==> src/rtl/pc_ctrl.sv <==
`default_nettype none
// ============================================================================
// Module      : pc_ctrl
// Description : Program-counter sequencer. Chooses the next PC from
//               sequential, redirect (jump/branch), pending redirect, stall
//               and imem-wait sources, and drives IF/ID write/flush.
// Revision    : 1.0 - initial release
// ============================================================================
module pc_ctrl #(
  parameter logic [31:0] RESET_VECTOR = 32'h0000_0000,
  parameter int          TIMEOUT      = 16
) (
  input  logic        clk_i,
  input  logic        start_i,
  input  logic [31:0] pc_i,
  input  logic        imem_ack_i,
  input  logic        loaduse_hazard_i,
  input  logic        branch_taken_i,
  input  logic [31:0] branch_target_i,
  input  logic        jump_i,
  input  logic [31:0] jump_target_i,
  output logic [31:0] pc_next_o,
  output logic        pc_write_o,
  output logic        ifid_write_o,
  output logic        ifid_flush_o,
  output logic        imem_req_o,
  output logic        fetch_err_o,
  output logic [15:0] stall_cycles_o
);

  localparam logic [1:0]  c_boot      = 2'd0;
  localparam logic [1:0]  c_fetch     = 2'd1;
  localparam logic [1:0]  c_error     = 2'd2;
  localparam logic [7:0]  c_wait_last = 8'(TIMEOUT - 1);
  localparam logic [15:0] c_stall_max = 16'hFFFF;

  logic [1:0]  r_state;
  logic        r_pend_valid;
  logic [31:0] r_pend_target;
  logic [7:0]  r_wait_cnt;
  logic [15:0] r_stall_cnt;

  logic        w_redirect;
  logic [31:0] w_redirect_tgt;

  // Jump wins over branch whenever both are raised in the same cycle.
  assign w_redirect     = jump_i | branch_taken_i;
  assign w_redirect_tgt = jump_i ? jump_target_i : branch_target_i;

  // Output decode: purely combinational from state, pending redirect and inputs.
  always_comb begin
    pc_next_o    = pc_i;
    pc_write_o   = 1'b0;
    ifid_write_o = 1'b0;
    ifid_flush_o = 1'b0;
    imem_req_o   = 1'b0;
    if (!start_i) begin
      pc_next_o    = RESET_VECTOR;
      ifid_flush_o = 1'b1;
    end else begin
      case (r_state)
        c_boot: begin
          pc_next_o    = RESET_VECTOR;
          pc_write_o   = 1'b1;
          ifid_flush_o = 1'b1;
        end
        c_fetch: begin
          imem_req_o = 1'b1;
          if (!imem_ack_i || loaduse_hazard_i) begin
            // waiting on imem or stalled by hazard: hold PC and IF/ID
          end else if (jump_i) begin
            pc_next_o    = jump_target_i;
            pc_write_o   = 1'b1;
            ifid_flush_o = 1'b1;
          end else if (branch_taken_i) begin
            pc_next_o    = branch_target_i;
            pc_write_o   = 1'b1;
            ifid_flush_o = 1'b1;
          end else if (r_pend_valid) begin
            pc_next_o    = r_pend_target;
            pc_write_o   = 1'b1;
            ifid_flush_o = 1'b1;
          end else begin
            pc_next_o    = pc_i + 32'd4;
            pc_write_o   = 1'b1;
            ifid_write_o = 1'b1;
          end
        end
        default: begin
          // error (and any unreachable encoding): freeze fetch, bubble IF/ID
          ifid_flush_o = 1'b1;
        end
      endcase
    end
  end

  // Sticky error flag follows the error state, which only reset leaves.
  assign fetch_err_o    = (r_state == c_error);
  assign stall_cycles_o = r_stall_cnt;

  // State, pending-redirect capture during imem wait, and imem timeout watch.
  always_ff @(posedge clk_i) begin
    if (!start_i) begin
      r_state       <= c_boot;
      r_pend_valid  <= 1'b0;
      r_pend_target <= 32'h0;
      r_wait_cnt    <= 8'h0;
    end else begin
      case (r_state)
        c_boot: r_state <= c_fetch;
        c_fetch: begin
          if (!imem_ack_i) begin
            r_wait_cnt <= r_wait_cnt + 8'd1;
            // Keep only the first redirect seen during a wait.
            if (!loaduse_hazard_i && !r_pend_valid && w_redirect) begin
              r_pend_valid  <= 1'b1;
              r_pend_target <= w_redirect_tgt;
            end
            if (r_wait_cnt == c_wait_last) begin
              r_state <= c_error;
            end
          end else begin
            r_wait_cnt   <= 8'h0;
            r_pend_valid <= 1'b0;
          end
        end
        default: r_state <= c_error;
      endcase
    end
  end

  // Saturating count of FETCH cycles in which the PC was held.
  always_ff @(posedge clk_i) begin
    if (!start_i) begin
      r_stall_cnt <= 16'h0;
    end else if (r_state == c_fetch && !pc_write_o && r_stall_cnt != c_stall_max) begin
      r_stall_cnt <= r_stall_cnt + 16'd1;
    end
  end

endmodule
`default_nettype wire

==> config.mk <==
export PLATFORM = sky130hd
export DESIGN_NAME = pc_ctrl
export DESIGN_NICKNAME = d
export VERILOG_FILES = /design/src/rtl/pc_ctrl.sv
export SDC_FILE = /design/constraint.sdc
export NUM_CORES = 1
export LEC_CHECK = 0
export CORE_MARGIN = 1.5
export CORE_UTILIZATION = 30
export CTS_BUF_LIST = sky130_fd_sc_hd__clkbuf_4 sky130_fd_sc_hd__clkbuf_8 sky130_fd_sc_hd__clkbuf_16
export CTS_CLUSTER_SIZE = 30
export DETAILED_ROUTE_END_ITERATION = 12
export GPL_ROUTABILITY_DRIVEN = 0
export SLEW_MARGIN = 20
export SYNTH_ARGS = -nofsm -noshare
export SYNTH_HDL_FRONTEND = slang
export SYNTH_SLANG_ARGS = --single-unit
==> constraint.sdc <==
create_clock -name clk_i -period 2.78 [get_ports clk_i]
set_clock_uncertainty 0.2 [all_clocks]
set_input_delay 0.556 -clock clk_i [delete_from_list [all_inputs] [get_ports clk_i]]
set_output_delay 0.556 -clock clk_i [all_outputs]
set_load 0.05 [all_outputs]
==> key figures, run 1 <==
Run status
  • Failing checks: negative setup slack
  • Outcome: complete, but fails checks

Global route
  • Largest net degree at the start of global routing: 46
  • Grt met2 use: 39.83%
  • Vias in the first global route: 6270
  • Total Routing Usage GR: 24.65%
  • First-pass GRT wire length: 33.79 mm
  • Antenna violations before repair: 0
  • GRT Max-Usage Layer: met2
  • Grt met1 use: 32.24%
  • GR Overflow Total: 0
  • M3 GR Usage: 5.517%

STA
  • Actual slew at the worst max-slew pin: 0.6617 ns
  • Slew Limit Headroom: 55.72%
  • Max Slew Vio Count: 0
  • Max Clk Rate: 349.9 MHz
  • Endpoints failing hold: 0
  • WHS: 0.2880 ns
  • Finish-stage setup viols: 6
  • Post-layout min period: 2.858 ns
  • Final Worst Setup Slack: -0.07767 ns
  • RSZ-0062 raised after global routing: true
  • Final Cycle Share: 102.8%

Detailed routing
  • Antenna-violating nets left: 0
  • Wirelength per Cell: 18.66 um
  • Final wirelength: 21.84 mm
  • Vias: 6372
  • # DRC: 0
  • Drt first pass iters: 5
  • Via density: 5.446
  • Drt first-iter violations: 442

Logic synthesis
  • Post-synthesis cell area: 4932 um2
  • Syn_nets: 782
  • Synth area leaders: dfxtp_1 24%, nand2_1 6.7%, nor2_1 5.9%
  • Commonest cells in the netlist: 88 x nand2_1, 78 x nor2_1, 59 x dfxtp_1
  • Post-synthesis async set-or-reset flop share: 0%
  • Top FF cell, synth: dfxtp_1
  • Syn avg cell area: 7.285 um2
  • Cell taking the most area after synthesis: dfxtp_1
  • Synth top area share: 23.95%
  • Number of synthesized register bits: 59
  • Seq/Total Area, Yosys: 23.95%
  • Yosys warns: 0
  • Top-count cell post-synth: nand2_1
  • Distinct cells, synth: 73
  • EDFF count, synth: 0
  • Post-Synthesis Cells: 677

Floorplanning
  • Die X: 131.2 um
  • Initial Util: 30.83%
  • Die height: 131.2 um
  • Io pins: 155
  • Core Area: 16000 um2
  • Die area: 17220 um2
  • Rows: 46

Final layout
  • Post-route core utilization: 55.47%
  • Area Growth Syn to Fin: 79.93%
  • NumNets Final: 1054
  • Fraction of layout cells with a size suffix above 1: 35.89%

Critical path
  • Worst setup SP type: input port
  • Worst setup EP type: output pin
  • Data required, critical path: 2.02 ns
  • WS Path Type: input port to output pin
  • Worst EP arrival: 2.10 ns
  • Max FO, Critical Path: 6

Clock tree
  • Number of buffers created by CTS: 9
  • Clock slew at the register clock pins of the worst setup and hold paths: 0.05 ns
  • CTS root buffer: clkbuf_16
  • Clk buf depth: 2
  • Worst skew pair latency: 0.36 ns
  • # hold bufs at CTS: 0
  • CTS tree: yes
  • TritonCTS Sinks: 59
  • Htree depth: 3

Power and ir drop
  • Leakage: 0.003481 uW
  • Sw frac: 33.12%
  • Logic pwr share: 33.7%
  • Net Sw Power: 1024 uW
  • Peak supply drop: 0.3074 mV
  • Power per cell area: 348.3 nW/um2
  • Clock power share: 37.4%
  • Sequential fraction of design power: 28.9%
  • Int Power: 2067 uW

Hold path
  • Hold Path Class: register to register

Placed design
  • Post-DP HPWL: 15.87 mm
  • Port-buffer cells: 154
  • DP Worst Slack: -0.6818 ns

Run
  • Max-cap violations: 0
## kinds of logic (layout without fill, tap and decap cells)
family          after synthesis  in the layout  share of synthesized area [%]
simple gates                288            288                          28.77
compound gates              201            201                          28.95
buf+inv                      68            344                          6.621
flops                        59             59                          23.95
xor+xnor                     35             35                          6.215
mux                          23             23                          4.744
fa+ha+maj                     3              3                         0.7611
other cells                   0              1                              0
## cells in the final DEF, fill, tap and decap left out, types with 11 or more instances in the layout
cell type | netlist | routed
a21oi_1 | 29 | 25
o21ai_0 | 36 | 23
a311oi_1 | 20 | 17
a211oi_1 | 24 | 23
buf_4 | 6 | 141
xnor2_1 | 25 | 24
nand3_1 | 21 | 15
buf_6 | 3 | 33
o21ai_1 | 2 | 12
buf_12 | 0 | 29
nor2_1 | 78 | 70
clkdlybuf4s50_1 | 0 | 82
dfxtp_1 | 59 | 56
nand2_1 | 88 | 79
clkbuf_16 | 0 | 11
nand4_1 | 18 | 18
mux2i_1 | 20 | 19
## layer usage
layer  vias up  part of all wire [%]
met4         0                   2.2
met1      2975                    44
met5         -                     0
met2       275                    47
met3        40                   7.5
li1       3082                     -
## power groups by stage
| stage | combinational [uW] | clock [uW] | sequential (uW) |
|---|---|---|---|
| 4_1_cts | 997 | 1160 | 895 |
| 3_5_place_dp | 951 | 0 | 912 |
| 3_3_place_gp | 950 | 0 | 912 |
| 2_1_floorplan | 442 | 0 | 918 |
| 5_1_grt | 1100 | 1200 | 897 |
| 6_report | 1040 | 1160 | 894 |
## flip-flops by register name, indices dropped and copies added, names as in the netlist
register,flops
r_pend_target,32
stall_cycles_o,16
r_wait_cnt,8
r_state,2
r_pend_valid,1
## critical path, cell delays in order
cell	delay, ns
buf_8	0.08
and4_4	0.25
nand4_4	0.12
buf_6	0.16
nor4_4	0.32
xnor2_1	0.12
o211ai_1	0.26
clkbuf_16	0.22
## through the flow
stage	cells	setup TNS, ns	total power, uW	instance area (um2)
global route	1169	-0.7976	3200	8872
global placement	1136	-17.16	1861	7969
finish	1170	-0.1942	3091	8875
detailed placement	1136	-17.23	1863	7969
CTS	1156	-0.1395	3052	8606
floorplan	677	-1.671	1360	5081
## worst paths after layout
check                              from  depth (start not counted)  slack [ns]                              to
max                             pc_i[8]                          8       -0.08                   pc_next_o[27]
min          r_wait_cnt[1]$_SDFFE_PN0P_                          2        0.29      r_wait_cnt[1]$_SDFFE_PN0P_
max reg2reg     r_state[1]$_SDFFE_PN0P_                          8        0.67  r_pend_target[25]$_SDFFE_PN0P_
min reg2reg  r_wait_cnt[1]$_SDFFE_PN0P_                          2        0.29      r_wait_cnt[1]$_SDFFE_PN0P_
## area by class of cell
| cell class | instances | area [um2] |
|---|---|---|
| Tap cell | 216 | 270.3 |
| Timing Repair Buffer | 314 | 3133 |
| Inverter | 15 | 61.31 |
| Sequential cell | 59 | 1192 |
| Clock buffer | 9 | 225.2 |
| Clock inverter | 6 | 66.31 |
| Multi-Input combinational cell | 550 | 3924 |
| Fill cell | 1504 | 7126 |
| Antenna cell | 1 | 2.502 |
## repair_timing
| action | in CTS | in global routing |
|---|---|---|
| gates resized for setup | 224 | 56 |
| hold endpoints to repair | 0 | 0 |
| cloned | 0 | 1 |
| endpoints found under the setup margin | 35 | 27 |
| pin swaps | 40 | 23 |
| setup buffers | 6 | 12 |
No activity file was read; power rests on OpenSTA's default activity.
==> inputs of run 2 (changes only) <==
--- a/config.mk
+++ b/config.mk
@@ -11,6 +11,7 @@
 export CTS_CLUSTER_SIZE = 30
 export DETAILED_ROUTE_END_ITERATION = 12
 export GPL_ROUTABILITY_DRIVEN = 0
+export MAX_ROUTING_LAYER = met4
 export SLEW_MARGIN = 20
 export SYNTH_ARGS = -nofsm -noshare
 export SYNTH_HDL_FRONTEND = slang
==> run 2 against run 1 <==
Net effect: the flow still finishes with violations (negative setup slack); clock power barely moved; first-iteration DRC count fell by 0.90%; sequential cell count did not move; routed wire length fell by 0.41%.
==> key figures, run 2 (synthesis gave the netlist of run 1 again) <==
Run status
  • Outcome: complete, but fails checks
  • Failing checks: negative setup slack

STA
  • Final Worst Setup Slack: -0.05951 ns (+0.01816 ns)
  • Final Cycle Share: 102.1% (-0.65 points)
  • Max Clk Rate: 352.2 MHz (+0.64%)
  • Slew Limit Headroom: 55.99% (+0.27 points)
  • WHS: 0.2873 ns (-0.0006430 ns)
  • RSZ-0062 raised after global routing: true
  • Post-layout min period: 2.840 ns (-0.01816 ns)
  • Actual slew at the worst max-slew pin: 0.6577 ns (-0.004067 ns)
  • Finish-stage setup viols: 6 (unchanged)
  • Endpoints failing hold: 0 (unchanged)
  • Max Slew Vio Count: 0 (unchanged)

Critical path
  • Data required, critical path: 2.02 ns (about the same)
  • Worst setup EP type: output pin
  • Worst stage delay on the critical path: 0.48 ns (+0.16 ns)
  • Worst EP arrival: 2.08 ns (-0.02 ns)
  • Slowest CP cell: or4_4
  • WS Path Type: input port to output pin
  • Critical-path cell list: buf_8 -> ha_4 -> and2_4 -> nand3_4 -> or4_4 -> and3_4 -> o31ai_4 -> buf_12
  • R2r worst-path depth: 8 (unchanged)
  • Worst setup SP type: input port
  • Max FO, Critical Path: 4 (-2)

Power and ir drop
  • Pwr Total: 3097 uW (+0.18%)
  • Leakage: 0.003547 uW (+1.9%)
  • Peak supply drop: 0.3071 mV (about the same)
  • Power per cell area: 346.2 nW/um2 (-0.59%)

Detailed routing
  • Drt first pass iters: 6 (+1)
  • Final wirelength: 21.75 mm (-0.41%)
  • Via density: 5.527 (+1.5%)
  • Drt first-iter violations: 438 (-0.90%)
  • Antenna-violating nets left: 0 (unchanged)
  • Vias: 6455 (+1.3%)
  • Wirelength per Cell: 18.62 um (-0.24%)
  • # DRC: 0 (unchanged)

Final layout
  • Max reg flops: 32 (unchanged)
  • Commonest non-fill, non-tap cell in the layout: buf_4
  • Largest Register: r_pend_target
  • Fraction of layout cells with a size suffix above 1: 36.55% (+0.67 points)
  • Post-route core utilization: 55.90% (+0.43 points)
  • Area Growth Syn to Fin: 81.33%
  • NumNets Final: 1053 (-0.095%)
  • Ant. Diodes: 0 (-1)
  • # fillers: 1485 (-1.3%)
  • Design Area, Final: 8944 um2 (+0.78%)
  • Most frequent cells in the layout: 135 x buf_4, 80 x clkdlybuf4s50_1, 79 x nand2_1

Floorplanning
  • Core Area: 16000 um2 (unchanged)
  • Initial Util: 30.83% (unchanged)
  • Die area: 17220 um2 (unchanged)
  • Rows: 46 (unchanged)
  • Die X: 131.2 um (unchanged)
  • Die height: 131.2 um (unchanged)
  • Io pins: 155 (unchanged)

Clock tree
  • CTS root buffer: clkbuf_16
  • Htree depth: 3 (unchanged)
  • Number of buffers created by CTS: 9 (unchanged)
  • Worst skew pair latency: 0.36 ns (about the same)
  • Clk buf depth: 2 (unchanged)
  • # hold bufs at CTS: 0 (unchanged)
  • TritonCTS Sinks: 59 (unchanged)
  • Clock slew at the register clock pins of the worst setup and hold paths: 0.06 ns (about the same)
  • CTS tree: yes

Hold path
  • Hold Path Depth: 2 (unchanged)
  • Hold Path Class: register to register

Placed design
  • Post-DP HPWL: 15.87 mm (unchanged)
  • Port-buffer cells: 154 (unchanged)
  • Placed inst area: 7969 um2 (unchanged)

Global route
  • First-pass GRT wire length: 33.79 mm (unchanged)
  • Antenna violations before repair: 0 (unchanged)
  • Largest net degree at the start of global routing: 46 (unchanged)
  • Total Routing Usage GR: 25.36% (+0.71 points)
  • GR Overflow Total: 0 (unchanged)
  • Vias in the first global route: 6263 (-0.11%)

Run
  • Max-cap violations: 0 (unchanged)
run 2: through the flow:
stage	TNS (ns)	worst slack, ns	cells
floorplan	-1.671	-0.2916	677
global placement	-17.16	-0.6650	1136
detailed placement	-17.23	-0.6818	1136
CTS	-0.1395	-0.04625	1156
global route	-0.6869	-0.1160	1168
finish	-0.1465	-0.05951	1168
run 2: report_power, final:
part / total, uW / internal, uW / switching [uW]
combinational: 1050 / 507 / 544
sequential: 894 / 873 / 21.5
clock: 1150 / 690 / 463
total: 3100 / 2070 / 1030
run 2: layout make-up:
| type | count | area, um2 | share of cell area, % |
|---|---|---|---|
| clock buffers | 9 | 225.2 | 2.518 |
| clock inverters | 6 | 66.31 | 0.7415 |
| multi-input cells | 550 | 3999 | 44.71 |
| well taps | 216 | 270.3 | 3.022 |
| inverters | 15 | 61.31 | 0.6855 |
| flip-flops and latches | 59 | 1192 | 13.33 |
| repair buffers | 313 | 3129 | 34.99 |
run 2: worst paths after layout:
check,end,from,slack (ns)
setup / recovery,pc_next_o[22],pc_i[3],-0.06
hold / removal,r_wait_cnt[1]$_SDFFE_PN0P_,r_wait_cnt[1]$_SDFFE_PN0P_,0.29
setup reg to reg,r_pend_target[25]$_SDFFE_PN0P_,r_state[1]$_SDFFE_PN0P_,0.66
hold reg to reg,r_wait_cnt[1]$_SDFFE_PN0P_,r_wait_cnt[1]$_SDFFE_PN0P_,0.29
run 2: routing by layer:
metal  track usage [%]  up-vias  wire length (um)
li1                  -     3078                 -
met2             39.86      275             10240
met4             8.552        0               450
met3             5.285       43              1452
met1             32.36     3059              9598
met5                 -        -                 0
run 2: what timing repair did:
| action | in CTS | in global routing |
|---|---|---|
| endpoints found under the setup margin | 35 | 27 |
| gates cloned | 0 | 1 |
| buffers inserted | 6 | 11 |
| gates resized for setup | 224 | 77 |
| pin swaps | 40 | 35 |
run 2: worst max-delay path: cells and delay by family:
kind | cells | cell delay, ns
buffers and inverters | 2 | 0.26
and+or+nand+nor | 4 | 0.91
adders and majority gates | 1 | 0.13
AOI/OAI and AO/OA | 1 | 0.23
==> inputs of run 3 (changes only) <==
--- a/config.mk
+++ b/config.mk
@@ -5,9 +5,10 @@
 export SDC_FILE = /design/constraint.sdc
 export NUM_CORES = 1
 export LEC_CHECK = 0
+export CORE_ASPECT_RATIO = 1.25
 export CORE_MARGIN = 1.5
 export CORE_UTILIZATION = 30
-export CTS_BUF_LIST = sky130_fd_sc_hd__clkbuf_4 sky130_fd_sc_hd__clkbuf_8 sky130_fd_sc_hd__clkbuf_16
+export CTS_BUF_LIST = sky130_fd_sc_hd__clkbuf_16
 export CTS_CLUSTER_SIZE = 30
 export DETAILED_ROUTE_END_ITERATION = 12
 export GPL_ROUTABILITY_DRIVEN = 0
==> run 3 against run 2 <==
Net effect: the flow still finishes with violations (negative setup slack); sequential cell count is the same; critical path depth shrank 1; cell count grew 0.86%; cell area shrank 0.50%; largest cell class unchanged.
==> key figures, run 3 (synthesis gave the netlist of run 1 again) <==
Run status
  • Outcome: complete, but fails checks
  • Failing checks: negative setup slack

Critical path
  • Reg2reg end: r_pend_target[24]$_SDFFE_PN0P_
  • Setup crit end: pc_next_o[22]
  • Critical R2R Launch: r_state[0]$_SDFFE_PN0P_
  • Worst setup SP type: input port
  • WS Path Type: input port to output pin
  • Max FO, Critical Path: 4 (unchanged)
  • Worst EP arrival: 2.06 ns (-0.02 ns)
  • Worst setup startpoint: pc_i[8]
  • Worst setup EP type: output pin
  • R2r worst-path depth: 8 (unchanged)
  • Data required, critical path: 2.02 ns (about the same)
  • Reg-to-reg setup timing slack: 0.62 ns (-0.04 ns)

Global route
  • Grt met1 use: 29.33% (-3.0 points)
  • Grt met2 use: 41.11% (+1.3 points)
  • Antenna violations before repair: 1 (+1)
  • GR Overflow Total: 0 (unchanged)
  • M3 GR Usage: 5.664% (+0.38 points)
  • First-pass GRT wire length: 33.22 mm (-1.7%)
  • GRT Max-Usage Layer: met2
  • Vias in the first global route: 6296 (+0.53%)
  • Largest net degree at the start of global routing: 38 (-17%)
  • Total Routing Usage GR: 25.10% (-0.26 points)

Power and ir drop
  • Logic pwr share: 34.3% (+0.4 points)
  • Int Power: 2068 uW (about the same)
  • Clock power share: 36.5% (-0.7 points)
  • Power per cell area: 343.7 nW/um2 (-0.75%)
  • Peak supply drop: 0.2772 mV (-9.8%)
  • Net Sw Power: 989.9 uW (-3.7%)
  • Sequential fraction of design power: 29.2% (+0.3 points)
  • Leakage: 0.003521 uW (-0.73%)
  • Sw frac: 32.37% (-0.82 points)

Detailed routing
  • Drt first pass iters: 5 (-1)
  • Vias: 6435 (-0.31%)
  • Final wirelength: 21.73 mm (about the same)
  • Wirelength per Cell: 18.45 um (-0.90%)
  • Via density: 5.463 (-1.2%)
  • Drt first-iter violations: 434 (-0.91%)
  • Antenna-violating nets left: 0 (unchanged)
  • # DRC: 0 (unchanged)

Clock tree
  • TritonCTS Sinks: 59 (unchanged)
  • Worst skew pair latency: 0.35 ns (about the same)
  • CTS tree: yes
  • Clock slew at the register clock pins of the worst setup and hold paths: 0.05 ns (about the same)
  • Number of buffers created by CTS: 9 (unchanged)
  • Clk buf depth: 2 (unchanged)
  • CTS root buffer: clkbuf_16
  • # hold bufs at CTS: 0 (unchanged)
  • Htree depth: 3 (unchanged)

STA
  • WHS: 0.2720 ns (-0.01530 ns)
  • Post-layout min period: 2.813 ns (-0.02663 ns)
  • Actual slew at the worst max-slew pin: 0.6702 ns (+0.01249 ns)
  • Max Slew Vio Count: 0 (unchanged)
  • Slew Limit Headroom: 55.16% (-0.84 points)
  • Finish-stage setup viols: 4 (-2)
  • Endpoints failing hold: 0 (unchanged)
  • RSZ-0062 raised after global routing: true
  • Final Worst Setup Slack: -0.03288 ns (+0.02663 ns)
  • Max Clk Rate: 355.5 MHz (+0.95%)
  • Final Cycle Share: 101.2% (-0.96 points)

Floorplanning
  • Die X: 117.7 um (-10%)
  • Core Area: 16140 um2 (+0.84%)
  • Die height: 146.4 um (+12%)
  • Die area: 17220 um2 (about the same)
  • Initial Util: 30.57% (-0.26 points)
  • Rows: 52 (+13%)
  • Io pins: 155 (unchanged)

Run
  • Max-cap violations: 0 (unchanged)

Placed design
  • Post-DP HPWL: 15.95 mm (+0.49%)
  • Placed cells: 1138 (+0.18%)
  • Port-buffer cells: 154 (unchanged)
  • DP Worst Slack: -0.6447 ns (+0.03707 ns)

Final layout
  • Area Growth Syn to Fin: 80.42%
  • NumNets Final: 1061 (+0.76%)
  • Max reg flops: 32 (unchanged)
  • Fraction of layout cells with a size suffix above 1: 35.69% (-0.86 points)
  • Area of the multi-input gates: 3866 um2 (-3.3%)
  • Storage cell area: 1189 um2 (-0.31%)
  • # fillers: 1550 (+4.4%)
  • Commonest non-fill, non-tap cell in the layout: buf_4
  • Largest Register: r_pend_target
  • Fin cells: 1178 (+0.86%)
  • Most frequent cells in the layout: 141 x buf_4, 83 x clkdlybuf4s50_1, 80 x nand2_1

Hold path
  • Hold Path Class: register to register
[run 3: cell type report]
class,instances,share of cell area [%]
inverters,15,0.7312
multi-input cells,550,43.45
diodes,1,0.02812
repair buffers,321,36.18
clock inverters,7,0.6890
clock buffers,9,2.531
well taps,216,3.037
flip-flops and latches,59,13.36
[run 3: worst max-delay path, cell delays in order]
cell and delay [ns]:
buf_8 0.08, and4_4 0.25, nand4_4 0.11, or4_1 0.49, and3_4 0.17, o31ai_4 0.22
buf_12 0.17
[run 3: worst min path at each step]
stage | start | to | slack [ns] | cells past startpoint
6_report | r_wait_cnt[1]$_SDFFE_PN0P_ | r_wait_cnt[1]$_SDFFE_PN0P_ | 0.27 | 2
5_1_grt | r_pend_target[19]$_SDFFE_PN0P_ | r_pend_target[19]$_SDFFE_PN0P_ | 0.32 | 2
4_1_cts | r_wait_cnt[1]$_SDFFE_PN0P_ | r_wait_cnt[1]$_SDFFE_PN0P_ | 0.28 | 2
3_5_place_dp | r_wait_cnt[1]$_SDFFE_PN0P_ | r_wait_cnt[1]$_SDFFE_PN0P_ | 0.27 | 2
3_3_place_gp | r_wait_cnt[1]$_SDFFE_PN0P_ | r_wait_cnt[1]$_SDFFE_PN0P_ | 0.26 | 2
2_1_floorplan | r_wait_cnt[1]$_SDFFE_PN0P_ | r_wait_cnt[1]$_SDFFE_PN0P_ | 0.24 | 2
[run 3: layer usage]
| metal | up-vias | share of wire (%) |
|---|---|---|
| met3 | 56 | 7.9 |
| met4 | 0 | 3.9 |
| met2 | 307 | 48 |
| met1 | 2994 | 41 |
| li1 | 3078 | - |
| met5 | - | 0 |
[run 3: timing repair]
item	4_1_cts	5_1_grt
setup buffers	10	11
pin swaps	36	41
gates cloned	0	3
gates resized for setup	200	55
setup endpoints to repair	35	27
[run 3: stage by stage]
stage | util (%) | instance area [um2] | total power [uW] | TNS, ns
after detailed placement | 49.56 | 7996 | 1874 | -15.94
after global routing | 55.15 | 8899 | 3175 | -0.4915
after floorplan | - | 5081 | 1360 | -1.671
final | 55.15 | 8899 | 3058 | -0.07497
after global placement | 49.56 | 7996 | 1872 | -15.62
after CTS | 53.16 | 8577 | 3031 | -0.1747
[run 3: power by group through the flow]
stage	sequential (uW)	combinational [uW]	clock, uW
3_5_place_dp	910	964	0
5_1_grt	897	1110	1170
3_3_place_gp	910	961	0
4_1_cts	893	1000	1140
2_1_floorplan	918	442	0
6_report	894	1050	1110
